File: config.mk
export PLATFORM = sky130hd
export DESIGN_NAME = mm_iddmm_csub_rt
export DESIGN_NICKNAME = d
export VERILOG_FILES = /design/src/rtl/mm_iddmm_pkg.sv /design/src/rtl/mm_iddmm_borrow_sub.sv /design/src/rtl/mm_iddmm_csub_rt.sv
export SDC_FILE = /design/constraint.sdc
export NUM_CORES = 1
export LEC_CHECK = 0
export BUFFER_PORTS_ARGS = -buffer_cell sky130_fd_sc_hd__buf_2
export CAP_MARGIN = 15
export CORE_UTILIZATION = 30
export DETAILED_ROUTE_END_ITERATION = 16
export PLACE_DENSITY = 0.5
export SLEW_MARGIN = 5
export SYNTH_ARGS = -nofsm -noshare
export SYNTH_HDL_FRONTEND = slang
export SYNTH_SLANG_ARGS = --single-unit
File: constraint.sdc
create_clock -name clk -period 6.9 [get_ports clk]
set_input_delay 1.035 -clock clk [delete_from_list [all_inputs] [get_ports clk]]
set_output_delay 1.035 -clock clk [all_outputs]
set_load 0.01 [all_outputs]
File: src/rtl/mm_iddmm_pkg.sv
// Shared types and helpers for the IDDMM compare-and-subtract stage.
// FSM encoding, task mode constants and the word-count clamp.
package mm_iddmm_pkg;

  typedef enum logic [2:0] {
    IDLE     = 3'd0,
    P1       = 3'd1,
    P2       = 3'd2,
    DONE     = 3'd3,
    WAIT_LOW = 3'd4
  } state_t;

  localparam logic MODE_COND_SUB = 1'b0;
  localparam logic MODE_COPY     = 1'b1;

  // A zero or oversized request means "use the whole RAM".
  function automatic int eff_len(int len, int n);
    return (len <= 0 || len > n) ? n : len;
  endfunction

endpackage

File: src/rtl/mm_iddmm_borrow_sub.sv
// One K-bit word of a borrow-chained subtraction: a - b - bin.
// Purely combinational; the parent registers the borrow.
module mm_iddmm_borrow_sub
  import mm_iddmm_pkg::*;
#(
  parameter int K = 128
) (
  input  logic [K-1:0] a,
  input  logic [K-1:0] b,
  input  logic         bin,
  output logic [K-1:0] diff,
  output logic         bout
);

  logic [K:0] t;

  // Extra top bit catches the borrow out of the word.
  always_comb begin
    t    = {1'b0, a} - {1'b0, b} - {{K{1'b0}}, bin};
    diff = t[K-1:0];
    bout = t[K];
  end

endmodule

File: src/rtl/mm_iddmm_csub_rt.sv
// Runtime-length IDDMM final compare-and-subtract (A-M if A>=M else A).
// Define MM_IDDMM_CSUB_CLR_EN to zero the A RAM as it is consumed.
module mm_iddmm_csub_rt
  import mm_iddmm_pkg::*;
#(
  parameter int K = 128,
  parameter int N = 32
) (
  input  logic                   clk,
  input  logic                   rst_n,
  input  logic                   task_req,
  input  logic [$clog2(N):0]     task_len,
  input  logic                   task_mode,
  output logic                   task_end,
  input  logic                   an,
  input  logic [K-1:0]           aj,
  input  logic [K-1:0]           mj,
  output logic [$clog2(N)-1:0]   addr_a,
  output logic [$clog2(N)-1:0]   addr_m,
  output logic [K-1:0]           res,
  output logic                   res_val,
  output logic                   res_last,
  output logic [$clog2(N)-1:0]   res_idx,
  output logic                   a_ge_m,
  output logic                   clra_mem,
  output logic                   clra_wren,
  output logic [$clog2(N)-1:0]   clra_addr
);

  localparam int AW = $clog2(N);

  state_t         state;
  logic           mode_q;
  logic           an_q;
  logic [AW-1:0]  len_m1;
  logic [AW-1:0]  cnt;
  logic           iss;
  logic           dv;
  logic [AW-1:0]  dv_idx;
  logic           brw;
  logic           ge_q;
  logic [K-1:0]   res_q;

  logic [K-1:0]   diff;
  logic           bout;
  logic           last;
  logic           use_sub;
  logic [K-1:0]   res_c;

  mm_iddmm_borrow_sub #(.K(K)) u_sub (
    .a    (aj),
    .b    (mj),
    .bin  (brw),
    .diff (diff),
    .bout (bout)
  );

  // Output word selection; res holds its last value between words.
  always_comb begin
    last     = dv && (dv_idx == len_m1);
    use_sub  = (mode_q == MODE_COND_SUB) && ge_q;
    res_c    = use_sub ? diff : aj;
    res_val  = dv && (state == P2);
    res      = res_val ? res_c : res_q;
    res_last = res_val && (dv_idx == len_m1);
    res_idx  = res_val ? dv_idx : '0;
    task_end = (state == DONE);
    a_ge_m   = ge_q;
    addr_a   = iss ? cnt : '0;
    addr_m   = (iss && mode_q == MODE_COND_SUB) ? cnt : '0;
  end

`ifdef MM_IDDMM_CSUB_CLR_EN
  // A RAM write port is owned for the whole task and zeroes consumed words.
  always_comb begin
    clra_mem  = (state == P1) || (state == P2) || (state == DONE);
    clra_wren = res_val;
    clra_addr = res_idx;
  end
`else
  // Clearing disabled: the A RAM write port is never taken.
  always_comb begin
    clra_mem  = 1'b0;
    clra_wren = 1'b0;
    clra_addr = '0;
  end
`endif

  // Address issue, read-data tracking, borrow chain and pass sequencing.
  always_ff @(posedge clk or negedge rst_n) begin
    if (!rst_n) begin
      state  <= IDLE;
      mode_q <= 1'b0;
      an_q   <= 1'b0;
      len_m1 <= '0;
      cnt    <= '0;
      iss    <= 1'b0;
      dv     <= 1'b0;
      dv_idx <= '0;
      brw    <= 1'b0;
      ge_q   <= 1'b0;
      res_q  <= '0;
    end else begin
      dv <= iss;
      if (iss) begin
        dv_idx <= cnt;
        if (cnt == len_m1) iss <= 1'b0;
        else               cnt <= cnt + 1'b1;
      end
      if (res_val) res_q <= res_c;
      unique case (state)
        IDLE: begin
          if (task_req) begin
            mode_q <= task_mode;
            an_q   <= an;
            len_m1 <= AW'(eff_len(int'(task_len), N) - 1);
            iss    <= 1'b1;
            cnt    <= '0;
            brw    <= 1'b0;
            ge_q   <= 1'b0;
            state  <= (task_mode == MODE_COPY) ? P2 : P1;
          end
        end
        P1: begin
          if (dv) brw <= bout;
          if (last) begin
            ge_q  <= an_q | ~bout;
            brw   <= 1'b0;
            iss   <= 1'b1;
            cnt   <= '0;
            state <= P2;
          end
        end
        P2: begin
          if (dv && use_sub) brw <= bout;
          if (last) state <= DONE;
        end
        DONE:     state <= WAIT_LOW;
        WAIT_LOW: if (!task_req) state <= IDLE;
        default:  state <= IDLE;
      endcase
    end
  end

endmodule

# Word level (Yosys, flattened, before mapping)

Index checks and enable logic that the tools add are counted.

Register bits after elaboration: 152
Word-level logic and storage cells: 75

Add/sub/neg operators: 4
Magnitude comparators: 2
Equal/unequal tests: 12
Muxes and demuxes: 29
Bitwise logic cells: 3
Reductions and logical operators: 14

Operators by type and width:

| operator                                            | number |
|---|---|
| two-way mux 128 bit                                 | 2 |
| subtractor 128 x 128 -> 129 bit                     | 1 |
| subtractor 129 x 1 -> 129 bit                       | 1 |
| two-way mux 5 bit                                   | 8 |
| case mux 3 bit (5 select lines)                     | 1 |
| two-way mux 3 bit                                   | 4 |
| == test 5 bit                                       | 2 |
| case mux 5 bit (2 select lines)                     | 1 |
| two-way mux 1 bit                                   | 9 |
| != test 2 bit, second input constant                | 4 |
| AND reduction 4 bit                                 | 2 |
| == test 3 x 2 -> 1 bit, second input constant       | 2 |
| > comparator 6 bit, second input constant           | 1 |
| <= comparator 6 x 1 -> 1 bit, second input constant | 1 |
| logical AND 1 bit                                   | 6 |
| adder 5 x 1 -> 5 bit, second input constant         | 1 |
| subtractor 5 x 1 -> 5 bit, second input constant    | 1 |
| case mux 1 bit (2 select lines)                     | 2 |
| == test 3 x 1 -> 1 bit, second input constant       | 1 |
| == test 3 bit, second input constant                | 1 |
| zero test 3 bit                                     | 1 |
| != test 3 bit, second input constant                | 1 |
| case mux 1 bit (3 select lines)                     | 1 |
| AND reduction 3 bit                                 | 1 |
| 8 further kinds                                     | 9 |

# Longest topological paths before layout

Gate-level depths: netlist (run 1).

Word-level depth: 6
Depth in mapped cells: 17
Mapped depth without buffers: 17

# By module

Synthesis (run 1) repeated with hierarchy kept, for this count alone.

Cells, all modules: 2,598
Area total of the unflattened synthesis: 19,373.6 um^2

By module, submodules not included:

| module              | instances | cells an instance | area an instance (um^2) | sequential area each (um^2) |
|---|---|---|---|---|
| mm_iddmm_borrow_sub | 1         | 1,870             | 11,981.5                | 0.0 |
| mm_iddmm_csub_rt    | 1         | 728               | 7,392.1                 | 3,803.6 |

# Worst setup path before layout (run 1)

No wires, ideal clock.

Path kind: input -> output
From: input port mj[0]
To: output port res[120]
Data arrival time: 4.796 ns
Slack: 1.069 ns
Stages: 17
Buffers on the path: 0
Path through: inv_1 fa_1 inv_1 ha_1 or2_2 fa_1 nor3b_1 o21a_2 a2111oi_2 o21ba_2 o31a_1 o211ai_2 a21oi_1 nand2b_1 a31o_2 or4_1 and3_1

Longest elaborated chain between the ends: 4

RTL lines:

| what                            | RTL line                  | source |
|---|---|---|
| from (decl)                     | mm_iddmm_csub_rt.sv:17    | `input logic [K-1:0] mj,` |
| subtractor 128 x 128 -> 129 bit | mm_iddmm_borrow_sub.sv:19 | `t = {1'b0, a} - {1'b0, b} - {{K{1'b0}}, bin};` |
| subtractor 129 x 1 -> 129 bit   | mm_iddmm_borrow_sub.sv:19 |  |
| two-way mux 128 bit             | mm_iddmm_csub_rt.sv:62    | `res_c = use_sub ? diff : aj;` |
| two-way mux 128 bit             | n/a                       |  |
| to (decl)                       | mm_iddmm_csub_rt.sv:20    | `output logic [K-1:0] res,` |

No other way between the ends.

# Final worst setup path (run 1)

From: register brw
To: output port res[118]

Longest elaborated chain between the ends: 3

RTL lines:

| what                          | RTL line                  | source |
|---|---|---|
| from (decl)                   | mm_iddmm_csub_rt.sv:40    | `logic brw;` |
| from (signal assigned)        | mm_iddmm_csub_rt.sv:125   | `if (dv) brw <= bout;` |
| from (signal assigned)        | mm_iddmm_csub_rt.sv:135   | `if (dv && use_sub) brw <= bout;` |
| subtractor 129 x 1 -> 129 bit | mm_iddmm_borrow_sub.sv:19 |  |
| two-way mux 128 bit           | mm_iddmm_csub_rt.sv:62    |  |
| two-way mux 128 bit           | n/a                       |  |

No other way between the ends.

==> reports/results.ini, run 1 <==
[status]
status=complete, no violations

[sta]
finalCritPeriodShare_pct=96.6
tightest_slew_ns=0.922
setup_viol=0
rsz0062_at_grt=false
holdWs_ns=0.480
layout_min_cycle_time_ns=6.67
fmax_mhz=150
maxSlewHeadroom_pct=38.1
tns_ns=0
hold_viol=0
skew_ns=0.0208
drv_slew=0

[clocking]
holdBufCountCts=0
clock_latency_ns=0.52
clk_pin_slew_ns=0.08
cts_tree=done
htree_levels=4
numCtsBuffers=17
cts.sinks=152
cts_buffer_depth=2
cts_resized=0
clock-root-buffer=clkbuf_16
postCtsSetupRepairBufs=0

[global_routing]
first_global_vias=19000
grt_pass1_wl_mm=113
grt-ovfl-total=0
antenna_found_initial=7
grt_max_degree=123
track_usage_pct=23.2

[yosys]
async_flop_share_pct=100
synthTopCellsByArea=dfrtp_1 20%, ha_1 17%, inv_1 8.6%
synth_top_area_share_pct=20.2
syn_avg_cell_area_um2=7.02
ys_seq_area_share_pct=20.2
synth_warnings=0
synth.distinct_cells=90
yosysTopAreaCell=dfrtp_1
synth_cells=2684
synth-seq-cells=152
syn_area_mm2=0.0188
synth_edf_count=0
dominantRegCellSynth=dfrtp_1
synth_most_common_cell=inv_1
synth_common_cells=431 x inv_1, 303 x a21oi_1, 290 x nand2_1, 256 x ha_1, 241 x nor2_1

[route]
wl_mm=74.4
final_antenna_net_count=0
drc=0
drt_first_iter_violations=1200
routedWlPerCell_um=19.2
dr.pass1.iters=5
vias=19600
viasPerCell=5.07

[critical_path]
r2r_start=brw
crit_arrival_ns=5.63
crit_start=brw
path_cells=inv_1 > fa_1 > inv_1 > ha_1 > or2_2 > fa_1 > nor3b_1 > o21a_2 > a2111oi_4 > o21ai_1 > a31oi_1 > o31ai_2 > buf_4 > o21ai_2 > a21oi_1 > o21ai_1 > nor3_1 > o311ai_0 > buf_2
required_ns=5.86
cp_max_fo=5
path_class=reg2out
crit_family=compound AO/OA/AOI/OAI gates
end_kind=output pin
critPathMaxStageDelay_ns=0.51
crit_buf_inv=4
crit_slowest_cell=fa_1
cp-start-kind=flop

[floorplanning]
dieArea_mm2=0.0638
start_util_pct=30.5
ios=421
die_w_um=253
die_height_um=253
core_mm2=0.0618
rows=91

[final_layout]
area_growth_pct=17.8
fillerInstances=6927
layout-drive-gt1-share_pct=17.1
postLayoutCoreUtil_pct=35.9
nets=3542
stdcell_area_mm2=0.0222

[placement]
numPortBuffers=413
dpl_cell_area_mm2=0.0216
dp_hpwl_mm=60.9
gp_congestion=0.955

[hold_path]
min_from=res_q[76]
min_path_type=reg2reg

[pwr]
peakVddDrop_mv=0.202
p_leak_nw=11.2
power_density_mw_per_mm2=285
power.total_mw=6.34

[run]
maxCapViolations=0

[routing by layer]
metal / global-route usage [%] / share of wire (%)
met4: 5.92 / 1.8
met2: 38.0 / 46
met3: 4.27 / 6.0
met1: 31.1 / 46
met5: 0 / 0.091
[worst paths after layout]
check                        endpoint  slack (ns)  cells after the start
setup / recovery             res[118]        0.23                     19
max in group asynchronous   res_q[19]        5.14                      2
setup reg to reg           res_q[120]        1.83                     16
hold / removal              res_q[76]        0.48                      2
min in group asynchronous   len_m1[2]        0.54                      1
hold reg to reg             res_q[76]        0.48                      2
[per-stage QoR]
stage | setup slack, ns | std cells
6_report | 0.233 | 3868
5_1_grt | 0.00330 | 3867
4_1_cts | 0.251 | 3867
3_5_place_dp | 0.300 | 3835
3_3_place_gp | 0.392 | 3835
2_1_floorplan | 1.07 | 2690
[registers in the layout, indices dropped and copies added, names as in the netlist]
register / count
cnt: 5
brw: 1
a_ge_m: 1
dv_idx: 5
len_m1: 5
dv: 1
iss: 1
an_q: 1
mode_q: 1
state: 3
res_q: 128
[kinds of logic after synthesis]
logic type / Yosys count / share of synthesized area [%]
multiplexers: 6 / 0.339
AND/OR/NAND/NOR: 769 / 18.3
XOR/XNOR: 135 / 6.28
adder cells (fa/ha/maj): 258 / 17.2
other: 1 / 0.0199
buffers and inverters: 559 / 11.6
flip-flops: 152 / 20.2
AO/OA/AOI/OAI: 804 / 26.0
[worst register-to-register path: cells and delay by family (launching register included)]
kind	cells	cell delay [ns]
AO/OA/AOI/OAI	7	1.72
adder cells (fa/ha/maj)	3	1.15
buffers and inverters	1	0.32
flip-flops	1	0.40
AND/OR/NAND/NOR	5	1.38
[layout by cell type (no fill, tap or decap), drive strengths merged, types with 38 or more instances in the layout]
master / count
xnor2: 97
a31oi: 39
ha: 256
nor3: 49
inv: 441
nand4: 61
a21o: 66
nor2: 243
buf: 435
o21ai: 222
xor2: 38
a21oi: 304
dfrtp: 152
nand2: 291
o21bai: 39
[report_power, final]
| part | internal (mW) | total (mW) | switching (mW) |
|---|---|---|---|
| logic | 1.38 | 3.84 | 2.46 |
| registers | 1.31 | 1.48 | 0.170 |
| clock network | 0.511 | 1.02 | 0.508 |
[cell type report]
class                      count  area, um2  share of cell area (%)
multi-input combinational   1979      12900                    58.1
clock buffer                  17        425                    1.92
timing repair buffer         435       2250                    10.1
antenna                        1       2.50                  0.0113
inverter                     432       1620                    7.31
clock inverter                15        155                   0.699
tap                          837       1050                    4.72
sequential                   152       3800                    17.1
Power figures use the tool's default switching activity.
==> run 2, diff against run 1 <==
CTS_BUF_LIST = sky130_fd_sc_hd__clkbuf_8   (was not set)
==> reports/results.ini, run 2 (synthesis gave the netlist of run 1 again) <==
[status]
status=complete, no violations  ; unchanged

[placement]
dpl_cell_area_mm2=0.0216  ; unchanged
numPortBuffers=413  ; unchanged
pre_cts_ws_ns=0.300  ; unchanged
dp_hpwl_mm=60.9  ; unchanged
gp_congestion=0.955  ; unchanged

[route]
viasPerCell=5.07  ; about the same
drc=0  ; unchanged
drt_first_iter_violations=1237  ; was 1200
final_antenna_net_count=0  ; unchanged
vias=19600  ; about the same
dr.pass1.iters=5  ; unchanged
routedWlPerCell_um=19.2  ; about the same
wl_mm=74.3  ; was 74.4 mm

[floorplanning]
die_height_um=253  ; unchanged
rows=91  ; unchanged
start_util_pct=30.5  ; unchanged
ios=421  ; unchanged
core_mm2=0.0618  ; unchanged
dieArea_mm2=0.0638  ; unchanged
die_w_um=253  ; unchanged

[sta]
fmax_mhz=151  ; was 150 MHz
fin_ws_ns=0.276  ; was 0.233 ns
drv_slew=0  ; unchanged
finalCritPeriodShare_pct=96.0  ; was 96.6%
maxSlewHeadroom_pct=39.3  ; was 38.1%
setup_viol=0  ; unchanged
tightest_slew_ns=0.911  ; was 0.922 ns
skew_ns=0.0198  ; was 0.0208 ns
layout_min_cycle_time_ns=6.62  ; was 6.67 ns
hold_viol=0  ; unchanged
rsz0062_at_grt=false  ; unchanged
tns_ns=0  ; unchanged

[clocking]
cts.sinks=152  ; unchanged
clock_latency_ns=0.59  ; was 0.52 ns
cts_buffer_depth=2  ; unchanged
numCtsBuffers=17  ; unchanged
postCtsSetupRepairBufs=0  ; unchanged
htree_levels=4  ; unchanged
holdBufCountCts=0  ; unchanged
clk_pin_slew_ns=0.11  ; was 0.08 ns
clock-root-buffer=clkbuf_8  ; was clkbuf_16
cts_tree=done  ; unchanged

[final_layout]
nets=3542  ; unchanged
postLayoutCoreUtil_pct=35.6  ; was 35.9%
mostFrequentLayoutCells=430 x inv_1, 412 x buf_2, 303 x a21oi_1  ; was 431 x inv_1, 412 x buf_2, 303 x a21oi_1
largest_register_ffs=128  ; unchanged
fillerInstances=6955  ; was 6927
final_common_cell=inv_1  ; unchanged
largest_register=res_q  ; unchanged
layout-drive-gt1-share_pct=17.1  ; about the same
regArea_mm2=0.00380  ; unchanged
stdcell_area_mm2=0.0220  ; was 0.0222 mm2
area_growth_pct=16.8  ; was 17.8%
multiInputGateArea_mm2=0.0129  ; unchanged

[run]
maxCapViolations=0  ; unchanged

[pwr]
power_density_mw_per_mm2=277  ; was 285 mW/mm2
peakVddDrop_mv=0.150  ; was 0.202 mV
p_leak_nw=11.1  ; was 11.2 nW

[hold_path]
min_path_type=in2async  ; was reg2reg

[global_routing]
first_global_vias=19000  ; about the same
track_usage_pct=23.1  ; was 23.2%
grt_pass1_wl_mm=113  ; about the same
antenna_found_initial=7  ; unchanged
grt-ovfl-total=0  ; unchanged
grt_max_degree=123  ; unchanged

[critical_path]
reg2reg_to=res_q[120]  ; unchanged
cp_max_fo=5  ; unchanged
path_class=in2out  ; was reg2out
required_ns=5.86  ; about the same
ff2ff_setup_slack_ns=1.98  ; was 1.83 ns
end_kind=output pin  ; unchanged
ff2ff_path_depth=16  ; unchanged
crit_arrival_ns=5.59  ; was 5.63 ns
r2r_start=brw  ; unchanged
cp-start-kind=input pin  ; was flop

## run 2: cell counts in the layout (fill, tap and decap cells not counted)
Identical to the previous run, type by type.
## run 2: what timing repair did
action | CTS | global route
endpoints found under the hold margin | 0 | 0
setup endpoints to repair | 0 | 6
resized for setup | 0 | 1
## run 2: metal layers
metal | vias to the layer above | track usage (%) | routed length, um
li1 | 9760 | - | -
met1 | 9184 | 30.9 | 34400
met2 | 580 | 37.9 | 34100
met3 | 84 | 4.06 | 4420
met4 | 12 | 6.41 | 1370
met5 | - | 0 | 72
## run 2: how the worst max path moves through the flow
stage | from | to | slack (ns) | depth (start not counted)
after detailed placement | aj[0] | res[120] | 0.30 | 18
final | aj[0] | res[120] | 0.28 | 18
after CTS | brw | res[120] | 0.13 | 17
after floorplan | mj[0] | res[120] | 1.07 | 17
after global placement | aj[0] | res[120] | 0.39 | 18
after global routing | aj[0] | res[120] | 0.007 | 18
## run 2: per-stage QoR
step	power (mW)	hold slack (ns)	instances
after CTS	6.15	0.445	3867
final	6.09	0.456	3868
after floorplan	3.89	0.385	2690
after global placement	5.33	0.469	3835
after detailed placement	5.33	0.458	3835
after global routing	6.61	0.510	3867
## run 2: power breakdown
part / internal [mW] / switching [mW] / leakage (nW) / total [mW]
clock: 0.300 / 0.475 / 0.199 / 0.775
combinational: 1.38 / 2.46 / 9.13 / 3.84
sequential: 1.31 / 0.171 / 1.79 / 1.48
## run 2: worst max-delay path: stages
cell and delay, ns:
buf_2 0.13, fa_1 0.56, inv_1 0.05, ha_1 0.17, or2_2 0.28, fa_1 0.42
nor3b_1 0.23, o21a_2 0.28, a2111oi_2 0.12, o21ba_2 0.25, o31a_1 0.38, o211ai_2 0.25
a21oi_1 0.11, nand2b_1 0.26, a31o_2 0.32, or4_1 0.39, and3_1 0.20, buf_2 0.14
## run 2: cell type report
type / count / share of cell area [%]
timing repair buffer: 435 / 10.2
tap: 837 / 4.76
antenna: 1 / 0.0114
sequential: 152 / 17.3
clock inverter: 15 / 0.705
clock buffer: 17 / 1.06
multi-input combinational: 1979 / 58.6
inverter: 432 / 7.37
